### src/rtl/colour_arbiter.sv
// colour_arbiter: round-robin sharing of one registered RGB converter among four requesters
module colour_arbiter #(
  parameter int CONV_LAT = 1
) (
  input  logic        clk,
  input  logic        rst_n,
  input  logic [3:0]  req,
  input  logic [11:0] colour_in,
  output logic        conv_enable,
  output logic [2:0]  conv_colour,
  input  logic [23:0] conv_rgb,
  output logic [23:0] rgb_out,
  output logic        valid,
  output logic [3:0]  ack,
  output logic [1:0]  gnt_id,
  output logic        busy
);
  typedef enum logic [1:0] {IDLE, ISSUE, WAIT} state_t;
  state_t      state_q, state_d;
  logic [2:0]  cnt_q, cnt_d, conv_colour_q, conv_colour_d;
  logic [1:0]  last_q, last_d, gnt_id_q, gnt_id_d, win;
  logic        conv_enable_q, conv_enable_d, valid_q, valid_d, found;
  logic [3:0]  ack_q, ack_d, eff;
  logic [23:0] rgb_out_q, rgb_out_d;
  always_comb begin
    eff = req & ~ack_q;
    win = last_q;
    found = 1'b0;
    for (int k = 1; k < 5; k++) begin
      if (!found && eff[last_q + 2'(k)]) begin
        win = last_q + 2'(k);
        found = 1'b1;
      end
    end
  end
  always_comb begin
    state_d = state_q;
    cnt_d = cnt_q;
    last_d = last_q;
    gnt_id_d = gnt_id_q;
    conv_colour_d = conv_colour_q;
    rgb_out_d = rgb_out_q;
    conv_enable_d = 1'b0;
    valid_d = 1'b0;
    ack_d = 4'b0;
    case (state_q)
      IDLE: if (found) begin
        state_d = ISSUE;
        gnt_id_d = win;
        conv_colour_d = colour_in[3*win +: 3];
        conv_enable_d = 1'b1;
      end
      ISSUE: begin
        state_d = WAIT;
        // rgb is valid CONV_LAT edges after the sampling edge, so it is capturable one edge later
        cnt_d = 3'(CONV_LAT);
      end
      WAIT: if (cnt_q == 3'd0) begin
        state_d = IDLE;
        rgb_out_d = conv_rgb;
        valid_d = 1'b1;
        ack_d = 4'b0001 << gnt_id_q;
        last_d = gnt_id_q;
      end else cnt_d = cnt_q - 3'd1;
      default: state_d = IDLE;
    endcase
  end
  always_ff @(posedge clk or negedge rst_n) begin
    if (!rst_n) begin
      state_q <= IDLE;
      cnt_q <= 3'd0;
      last_q <= 2'd3;
      gnt_id_q <= 2'd0;
      conv_colour_q <= 3'd0;
      rgb_out_q <= 24'd0;
      conv_enable_q <= 1'b0;
      valid_q <= 1'b0;
      ack_q <= 4'b0;
    end else begin
      state_q <= state_d;
      cnt_q <= cnt_d;
      last_q <= last_d;
      gnt_id_q <= gnt_id_d;
      conv_colour_q <= conv_colour_d;
      rgb_out_q <= rgb_out_d;
      conv_enable_q <= conv_enable_d;
      valid_q <= valid_d;
      ack_q <= ack_d;
    end
  end
  assign conv_enable = conv_enable_q;
  assign conv_colour = conv_colour_q;
  assign rgb_out = rgb_out_q;
  assign valid = valid_q;
  assign ack = ack_q;
  assign gnt_id = gnt_id_q;
  assign busy = state_q != IDLE;
endmodule

### config.mk
export PLATFORM = sky130hd
export DESIGN_NAME = colour_arbiter
export DESIGN_NICKNAME = d
export VERILOG_FILES = /design/src/rtl/colour_arbiter.sv
export SDC_FILE = /design/constraint.sdc
export NUM_CORES = 1
export LEC_CHECK = 0
export ABC_AREA = 1
export CORE_MARGIN = 5
export CORE_UTILIZATION = 44
export CTS_BUF_LIST = sky130_fd_sc_hd__clkbuf_8 sky130_fd_sc_hd__clkbuf_16
export CTS_CLUSTER_DIAMETER = 150
export DETAILED_ROUTE_END_ITERATION = 8
export PLACE_DENSITY = 0.76
export SKIP_CTS_REPAIR_TIMING = 1
export SLEW_MARGIN = 40
export SYNTH_ARGS = -nofsm -noshare
export SYNTH_HDL_FRONTEND = slang
export SYNTH_SLANG_ARGS = --single-unit
### constraint.sdc
create_clock -name clk -period 1.8 [get_ports clk]
set_input_delay 0.36 -clock clk [delete_from_list [all_inputs] [get_ports clk]]
set_output_delay 0.36 -clock clk [all_outputs]
set_load 0.05 [all_outputs]
==> results of run 1 <==
==> layer usage <==
layer / wire, um / vias to the layer above / share of wire, %
met5: 0 / - / 0
met2: 2481 / 47 / 48
met3: 416 / 6 / 8.1
met1: 2229 / 843 / 43
met4: 29 / 0 / 0.56
li1: - / 953 / -
==> final cells by class <==
class	instances	area [um2]	area share, %
well taps	54	67.56	2.211
clock inverters	2	8.758	0.2867
clock buffers	6	82.58	2.703
multi-input cells	177	935.9	30.63
inverters	21	90.09	2.948
repair buffers	92	817.0	26.74
flip-flops and latches	42	1054	34.48
==> sequential cells by signal (all words and copies together) (netlist names) <==
| name | count |
|---|---|
| rgb_out | 24 |
| ack | 4 |
| cnt_q | 3 |
| conv_colour | 3 |
| gnt_id | 2 |
| last_q | 2 |
| state_q | 2 |
| conv_enable | 1 |
| valid | 1 |
==> cells in the mapped netlist, drive strengths merged (2+ instances only) <==
| master | n |
|---|---|
| o21ai | 8 |
| nand2 | 122 |
| nand3 | 22 |
| a21oi | 2 |
| a31oi | 2 |
| o22ai | 2 |
| dfrtp | 40 |
| inv | 20 |
| ha | 2 |
| nor2 | 11 |
| dfstp | 2 |
| nand3b | 3 |
| clkbuf | 3 |
| buf | 4 |
==> metrics by stage <==
step	std cells	util, %	cell area (um2)	worst slack, ns	power, mW
finish	394	65.56	3055	-0.09314	6.825
global route	394	65.56	3055	-0.2427	7.327
CTS	389	63.81	2974	-0.1061	6.656
detailed placement	381	61.85	2883	-0.2262	6.027
global placement	381	61.85	2883	-0.2072	5.960
floorplan	247	-	2077	0.07481	4.737
==> where the power goes <==
group / internal (mW) / total [mW] / leakage, nW / switching [mW]
registers: 1.40 / 1.71 / 0.517 / 0.309
logic: 1.54 / 4.51 / 1.00 / 2.98
clock network: 0.304 / 0.606 / 0.0524 / 0.302
==> path summary, 6_finish.rpt <==
path                                        start  cells past startpoint                          to  slack (ns)
max reg2reg                 last_q[0]$_DFFE_PN1P_                     11  conv_colour[2]$_DFFE_PN0P_       -0.09
min                                         rst_n                      1     rgb_out[12]$_DFFE_PN0P_        0.03
min in group clk           rgb_out[3]$_DFFE_PN0P_                      2      rgb_out[3]$_DFFE_PN0P_        0.48
max                         last_q[0]$_DFFE_PN1P_                     11  conv_colour[2]$_DFFE_PN0P_       -0.09
max in group asynchronous                   rst_n                      2       last_q[0]$_DFFE_PN1P_        1.21
min reg2reg                rgb_out[3]$_DFFE_PN0P_                      2      rgb_out[3]$_DFFE_PN0P_        0.48
==> cells by family after synthesis <==
family / synth area share (%)
xor+xnor: 0.4218
buf+inv: 6.265
flops: 50.72
simple gates: 36.87
compound gates: 4.518
fa+ha+maj: 1.205
==> flow_metrics.env, run 1 <==
export IMPL_first_iter_violations=51
export IMPL_drcViolationCount=0
export IMPL_viasPerCell=4.693
export IMPL_fin_tns_setup_ns=-0.4479
export IMPL_drive_gt1_share_pct=28.82
export IMPL_pin_count=78
export IMPL_violations="negative setup slack"
export IMPL_synthCells=247
export IMPL_min_path_type="input pin to asynchronous set/reset pin"
export IMPL_power_density_mw_per_mm2=2234
export IMPL_io_buffers=77
export IMPL_ys_warn_count=0
export IMPL_antenna_found_initial=0
export IMPL_syn_num_nets=291
export IMPL_cp_required_ns=1.98
export IMPL_rsz0062_at_grt="yes"
export IMPL_ys_flop_type="dfrtp_1"
export IMPL_use_met1_pct=21.12
export IMPL_place_gp_congestion=0.8130
export IMPL_wl_per_cell_um=13.09
export IMPL_num_rows=25
export IMPL_whs_ns=0.02681
export IMPL_yosysUniqueCellTypes=32
export IMPL_syn_avg_cell_area_um2=8.409
export IMPL_ant_nets=0
export IMPL_final_nets=383
export IMPL_die_h_um=78.71
export IMPL_slew_headroom_pct=67.63
export IMPL_cts_sinks=42
export IMPL_status="finished with violations"
export IMPL_layout_common_cells="nand2_1 (106), buf_4 (48), dfrtp_1 (40), clkdlybuf4s50_1 (40), inv_1 (17)"
export IMPL_grt_max_degree=26
export IMPL_syn_area_mm2=0.002077
export IMPL_finalHoldViolCount=0
export IMPL_area_growth_pct=47.11
export IMPL_finalSetupViolations=7
export IMPL_p_leak_nw=1.571
export IMPL_cts_tree="built"
export IMPL_synth_top_area_share_pct=48.19
export IMPL_path_clk_slew_ns=0.08
export IMPL_synthTopCellsByArea="dfrtp_1 (48%), nand2_1 (19%), nand3_1 (4.3%)"
export IMPL_critPathMaxFanout=8
export IMPL_numCtsBuffers=5
export IMPL_worst_slew_pin_slew_ns=0.4856
export IMPL_timing_final_ws_setup_ns=-0.09314
export IMPL_coreArea_mm2=0.004661
export IMPL_cp_top_family="simple AND/OR/NAND/NOR gates"
export IMPL_design_die_area_mm2=0.006194
export IMPL_start_kind="flop"
export IMPL_grt_overflow=0
export IMPL_max_freq_ghz=0.5282
export IMPL_final_common_cell="nand2_1"
export IMPL_clock_latency_ns=0.28
export IMPL_cts_buffer_depth=2
export IMPL_dp_hpwl_mm=3.789
export IMPL_use_met3_pct=6.349
export IMPL_ys_seq_area_share_pct=50.72
export IMPL_crit_path_frequent_cell="nand2_1"
export IMPL_first_global_vias=1814
export IMPL_grt_pass1_wl_mm=8.404
export IMPL_start_util_pct=44.56
export IMPL_end_kind="flop"
export IMPL_clock_skew_final_ns=0.006507
export IMPL_grt_use_met2_pct=27.76
export IMPL_crit_buf_inv=1
export IMPL_cp_slowest_cell="dfstp_2"
export IMPL_die_w_um=78.71
export IMPL_synth_seq_cells=42
export IMPL_drtPass1Iterations=4
export IMPL_synth_async_sr_flop_share_pct=100.0
export IMPL_cts_root_buffer="clkbuf_8"
export IMPL_cp_data_arrival_time_ns=2.07
export IMPL_drv_cap=0
export IMPL_synth_area_leader_cell="dfrtp_1"
export IMPL_path_class="flop to flop"
export IMPL_routed_via_count=1849
export IMPL_antenna_cells=0
export IMPL_cts_max_level=2
export IMPL_final_period_utilization_pct=105.2
export IMPL_ir_worst_vdd_mv=1.140
export IMPL_gr_usage_all_layers_pct=16.79
export IMPL_finalCriticalPeriod_ns=1.893
export IMPL_fillers=409
export IMPL_drt_total_wl_mm=5.156
export IMPL_critPathMaxStageDelay_ns=0.69
export IMPL_synth_edf_count=0
export IMPL_final_max_slew_violation_count=0
export IMPL_grt_busiest_layer="met2"
export IMPL_path_cells="inv_8 -> nand3_4 -> nand2_4 -> o21ai_4 -> nand3_4 -> nand2_4 -> nand2_1 -> nand2_1 -> nand2_1 -> nand3_1 -> nand2_1"
Note: power is estimated with default switching activity, not from simulation.
==> run 2: changes to the inputs <==
--- a/config.mk
+++ b/config.mk
@@ -11,6 +11,7 @@
 export CTS_BUF_LIST = sky130_fd_sc_hd__clkbuf_8 sky130_fd_sc_hd__clkbuf_16
 export CTS_CLUSTER_DIAMETER = 150
 export DETAILED_ROUTE_END_ITERATION = 8
+export MAX_ROUTING_LAYER = met4
 export PLACE_DENSITY = 0.76
 export SKIP_CTS_REPAIR_TIMING = 1
 export SLEW_MARGIN = 40
==> flow_metrics.env, run 2 (synthesized netlist as in run 1, its figures left out) <==
export IMPL_timing_rr_end="conv_colour[1]$_DFFE_PN0P_"
export IMPL_p_clk_share_pct=8.9
export IMPL_regArea_mm2=0.001054
export IMPL_fillers=409
export IMPL_drive_gt1_share_pct=28.82
export IMPL_use_met3_pct=5.442
export IMPL_multi_input_area_um2=935.9
export IMPL_cts_root_buffer="clkbuf_8"
export IMPL_ff2ff_path_depth=11
export IMPL_path_class="flop to flop"
export IMPL_final_max_slew_violation_count=0
export IMPL_area_growth_pct=47.11
export IMPL_grt_busiest_layer="met2"
export IMPL_cp_slowest_cell="dfstp_2"
export IMPL_end_kind="flop"
export IMPL_finalSetupViolations=7
export IMPL_final_period_utilization_pct=105.1
export IMPL_largest_register_ffs=24
export IMPL_finalHoldViolCount=0
export IMPL_design_die_area_mm2=0.006194
export IMPL_power_density_mw_per_mm2=2232
export IMPL_pin_count=78
export IMPL_crit_buf_inv=1
export IMPL_numCtsBuffers=5
export IMPL_crit_path_frequent_cell="nand2_1"
export IMPL_post_dp_cell_area_mm2=0.002883
export IMPL_coreArea_mm2=0.004661
export IMPL_p_int_mw=3.237
export IMPL_fin_area_mm2=0.003055
export IMPL_drt_total_wl_mm=5.141
export IMPL_drtPass1Iterations=4
export IMPL_cp_required_ns=1.97
export IMPL_grt_max_degree=26
export IMPL_p_leak_nw=1.571
export IMPL_ir_worst_vdd_mv=1.140
export IMPL_instances_no_fill=394
export IMPL_routed_via_count=1853
export IMPL_pre_cts_ws_ns=-0.2262
export IMPL_gr_usage_all_layers_pct=17.30
export IMPL_critPathMaxFanout=8
export IMPL_finalCoreUtilization_pct=65.56
export IMPL_worst_slew_pin_slew_ns=0.4726
export IMPL_timing_final_ws_setup_ns=-0.09169
export IMPL_dp_hpwl_mm=3.789
export IMPL_die_h_um=78.71
export IMPL_num_rows=25
export IMPL_final_nets=383
export IMPL_grt_overflow=0
export IMPL_drcViolationCount=0
export IMPL_path_clk_slew_ns=0.08
export IMPL_grt_use_met2_pct=27.50
export IMPL_place_gp_congestion=0.8250
export IMPL_status="finished with violations"
export IMPL_switching_power_mw=3.583
export IMPL_min_path_type="input pin to asynchronous set/reset pin"
export IMPL_max_freq_ghz=0.5286
export IMPL_cts_buffer_depth=2
export IMPL_first_global_vias=1814
export IMPL_cp_data_arrival_time_ns=2.06
export IMPL_power_frac_comb_pct=66.1
export IMPL_final_common_cell="nand2_1"
export IMPL_cts_sinks=42
export IMPL_wl_per_cell_um=13.05
export IMPL_grt_pass1_wl_mm=8.424
export IMPL_antenna_cells=0
export IMPL_sw_frac_of_total_pct=52.53
export IMPL_drv_cap=0
export IMPL_cts_tree="built"
export IMPL_viasPerCell=4.703
export IMPL_clock_latency_ns=0.28
export IMPL_slew_headroom_pct=68.49
export IMPL_violations="negative setup slack"
export IMPL_rrSetupSlack_ns=-0.09
export IMPL_seq_power_share_pct=25.0
export IMPL_critPathMaxStageDelay_ns=0.69
export IMPL_dpl_cell_count=381
export IMPL_cp_top_family="simple AND/OR/NAND/NOR gates"
export IMPL_cts_max_level=2
export IMPL_io_buffers=77
export IMPL_use_met1_pct=22.07
export IMPL_start_util_pct=44.56
export IMPL_die_w_um=78.71
export IMPL_path_cells="inv_8 -> nand3_4 -> nand2_4 -> o21ai_4 -> nand3_4 -> nand2_4 -> nand2_1 -> nand2_1 -> nand2_1 -> nand3_1 -> nand2_1"
export IMPL_layout_common_cells="nand2_1 (106), buf_4 (48), dfrtp_1 (40), clkdlybuf4s50_1 (40), inv_1 (17)"
export IMPL_rsz0062_at_grt="yes"
export IMPL_first_iter_violations=70
export IMPL_r2r_start="last_q[0]$_DFFE_PN1P_"
export IMPL_start_kind="flop"
export IMPL_finalCriticalPeriod_ns=1.892
export IMPL_ant_nets=0
export IMPL_antenna_found_initial=0
export IMPL_clock_skew_final_ns=0.006470
==> run 2: layout make-up <==
class / instances / area share (%)
multi-input combinational: 177 / 30.63
timing repair buffer: 92 / 26.74
clock inverter: 2 / 0.2867
sequential: 42 / 34.48
clock buffer: 6 / 2.703
inverter: 21 / 2.948
tap: 54 / 2.211
==> run 2: power by group through the flow <==
| stage | clock, mW | combinational (mW) | sequential (mW) |
|---|---|---|---|
| 2_1_floorplan | 0 | 1.89 | 2.85 |
| 3_3_place_gp | 0 | 4.25 | 1.71 |
| 3_5_place_dp | 0 | 4.32 | 1.70 |
| 4_1_cts | 0.627 | 4.32 | 1.70 |
| 5_1_grt | 0.674 | 4.88 | 1.77 |
| 6_report | 0.604 | 4.51 | 1.71 |
==> run 2: worst max-delay path by stage <==
stage / start / end / depth (start not counted)
global route: last_q[0]$_DFFE_PN1P_ / conv_colour[1]$_DFFE_PN0P_ / 13
detailed placement: req[0] / conv_colour[1]$_DFFE_PN0P_ / 14
global placement: req[2] / conv_colour[2]$_DFFE_PN0P_ / 14
floorplan: ack[1]$_DFF_PN0_ / gnt_id[1]$_DFFE_PN0P_ / 10
finish: last_q[0]$_DFFE_PN1P_ / conv_colour[1]$_DFFE_PN0P_ / 11
CTS: last_q[0]$_DFFE_PN1P_ / conv_colour[1]$_DFFE_PN0P_ / 13
==> run 2: metal layers <==
metal	part of all wire, %	routed length (um)	up-vias
met2	51	2600	40
met1	43	2201	860
met3	6.2	319	2
met5	0	0	-
li1	-	-	951
met4	0.37	19	0
==> run 2: metrics by stage <==
step	power, mW	hold slack (ns)	setup TNS (ns)
floorplan	4.737	0.06441	0
global placement	5.960	0.3502	-0.7542
detailed placement	6.027	0.3446	-0.9800
CTS	6.656	0.03075	-0.3138
global route	7.326	0.05886	-1.288
finish	6.820	0.02465	-0.4517
==> run 3: changes to the inputs <==
--- a/config.mk
+++ b/config.mk
@@ -7,10 +7,11 @@
 export LEC_CHECK = 0
 export ABC_AREA = 1
 export CORE_MARGIN = 5
-export CORE_UTILIZATION = 44
+export CORE_UTILIZATION = 60
 export CTS_BUF_LIST = sky130_fd_sc_hd__clkbuf_8 sky130_fd_sc_hd__clkbuf_16
 export CTS_CLUSTER_DIAMETER = 150
 export DETAILED_ROUTE_END_ITERATION = 8
+export DONT_BUFFER_PORTS = 1
 export MAX_ROUTING_LAYER = met4
 export PLACE_DENSITY = 0.76
 export SKIP_CTS_REPAIR_TIMING = 1
@@ -18,3 +19,4 @@
 export SYNTH_ARGS = -nofsm -noshare
 export SYNTH_HDL_FRONTEND = slang
 export SYNTH_SLANG_ARGS = --single-unit
+export TNS_END_PERCENT = 50
==> flow_metrics.env, run 3 (synthesized netlist as in run 1, its figures left out) <==
export IMPL_final_max_slew_violation_count=0
export IMPL_first_iter_violations=79
export IMPL_final_period_utilization_pct=107.2
export IMPL_cp_data_arrival_time_ns=2.10
export IMPL_multi_input_area_um2=982.2
export IMPL_cts_root_buffer="clkbuf_8"
export IMPL_max_freq_ghz=0.5180
export IMPL_min_path_cells=2
export IMPL_die_w_um=68.84
export IMPL_violations="negative setup slack"
export IMPL_ant_nets=0
export IMPL_grt_overflow=0
export IMPL_cts_tree="built"
export IMPL_drt_total_wl_mm=4.544
export IMPL_fin_area_mm2=0.002472
export IMPL_finalCoreUtilization_pct=74.09
export IMPL_area_growth_pct=19.04
export IMPL_cts_sinks=42
export IMPL_numCtsBuffers=5
export IMPL_path_class="flop to flop"
export IMPL_largest_register_ffs=24
export IMPL_routed_via_count=1609
export IMPL_cts_max_level=2
export IMPL_io_buffers=0
export IMPL_clock_skew_final_ns=0.007250
export IMPL_finalHoldViolCount=0
export IMPL_layout_common_cells="nand2_1 (103), dfrtp_1 (40), inv_1 (17)"
export IMPL_finalSetupViolations=5
export IMPL_rsz0062_at_grt="yes"
export IMPL_drv_cap=0
export IMPL_post_dp_cell_area_mm2=0.002157
export IMPL_antenna_found_initial=0
export IMPL_antenna_cells=0
export IMPL_final_common_cell="nand2_1"
export IMPL_end_kind="flop"
export IMPL_drive_gt1_share_pct=25.84
export IMPL_gr_usage_all_layers_pct=18.81
export IMPL_viasPerCell=5.141
export IMPL_start_kind="flop"
export IMPL_cts_buffer_depth=2
export IMPL_final_nets=310
export IMPL_critPathMaxFanout=8
export IMPL_dp_hpwl_mm=3.090
export IMPL_grt_max_degree=43
export IMPL_first_global_vias=1408
export IMPL_timing_final_ws_setup_ns=-0.1304
export IMPL_coreArea_mm2=0.003337
export IMPL_fillers=238
export IMPL_min_path_type="input pin to flop"
export IMPL_die_h_um=68.84
export IMPL_drcViolationCount=0
export IMPL_start_util_pct=62.24
export IMPL_grt_pass1_wl_mm=6.341
export IMPL_design_die_area_mm2=0.004738
export IMPL_ff2ff_path_depth=12
export IMPL_dpl_cell_count=294
export IMPL_drtPass1Iterations=4
export IMPL_cp_required_ns=1.97
export IMPL_finalCriticalPeriod_ns=1.930
export IMPL_num_rows=21
export IMPL_instances_no_fill=313
export IMPL_status="finished with violations"
export IMPL_clock_latency_ns=0.28
export IMPL_path_clk_slew_ns=0.08
export IMPL_regArea_mm2=0.001054
export IMPL_place_gp_congestion=0.8660
export IMPL_wl_per_cell_um=14.52
export IMPL_pin_count=78
export IMPL_worst_slew_pin_slew_ns=0.6093
export IMPL_slew_headroom_pct=59.38
run 3: cell count changes in the layout (fill, tap and decap cells not counted), sizes merged:
cell           before  now
bufinv              0    1
dlygate4sd3         0    1
buf                52   18
clkdlybuf4s50      40    0
clkinv              2    1
run 3: stage by stage:
stage | hold slack (ns) | setup slack [ns] | TNS, ns
6_report | 0.1929 | -0.1304 | -0.4252
5_1_grt | 0.1705 | -0.2062 | -0.8297
4_1_cts | -0.2433 | -0.05394 | -0.1416
3_5_place_dp | 0.06510 | -0.03366 | -0.07867
3_3_place_gp | 0.06514 | 0.004269 | 0
2_1_floorplan | 0.06441 | 0.07481 | 0
run 3: final timing paths:
check,start,slack (ns),to
setup / recovery,last_q[0]$_DFFE_PN1P_,-0.13,conv_colour[0]$_DFFE_PN0P_
hold / removal,conv_rgb[17],0.19,rgb_out[17]$_DFFE_PN0P_
setup reg to reg,last_q[0]$_DFFE_PN1P_,-0.13,conv_colour[0]$_DFFE_PN0P_
hold reg to reg,cnt_q[1]$_DFFE_PN0P_,0.56,cnt_q[1]$_DFFE_PN0P_
max in group asynchronous,rst_n,0.95,last_q[1]$_DFFE_PN1P_
min in group asynchronous,rst_n,0.60,rgb_out[16]$_DFFE_PN0P_
run 3: critical path: stages (launching register included):
cell and delay [ns]:
dfstp_2 0.68, inv_8 0.08, nand3_4 0.09, nand2_4 0.07
o21ai_4 0.19, buf_6 0.14, nand3_4 0.13, nand2_4 0.12
nand2_1 0.05, nand2_1 0.06, nand2_1 0.07, nand3_2 0.07
nand2_2 0.05
run 3: routing by layer:
layer,global-route usage [%],part of all wire (%),up-vias
met5,-,0,-
met4,4.380,1.8,0
met3,6.159,7.2,6
met2,29.68,50,66
met1,23.74,42,732
li1,-,-,805
run 3: final cells by class:
type | count | area share [%]
Timing Repair Buffer | 19 | 6.984
Sequential cell | 42 | 42.61
Inverter | 21 | 3.644
Multi-Input combinational cell | 177 | 39.73
Tap cell | 46 | 2.328
Clock inverter | 2 | 1.366
Clock buffer | 6 | 3.340
Power of run 3 is left out: the tool's default activity adds up to more than one toggle a clock period on the data nets, which glitch-free logic cannot reach.
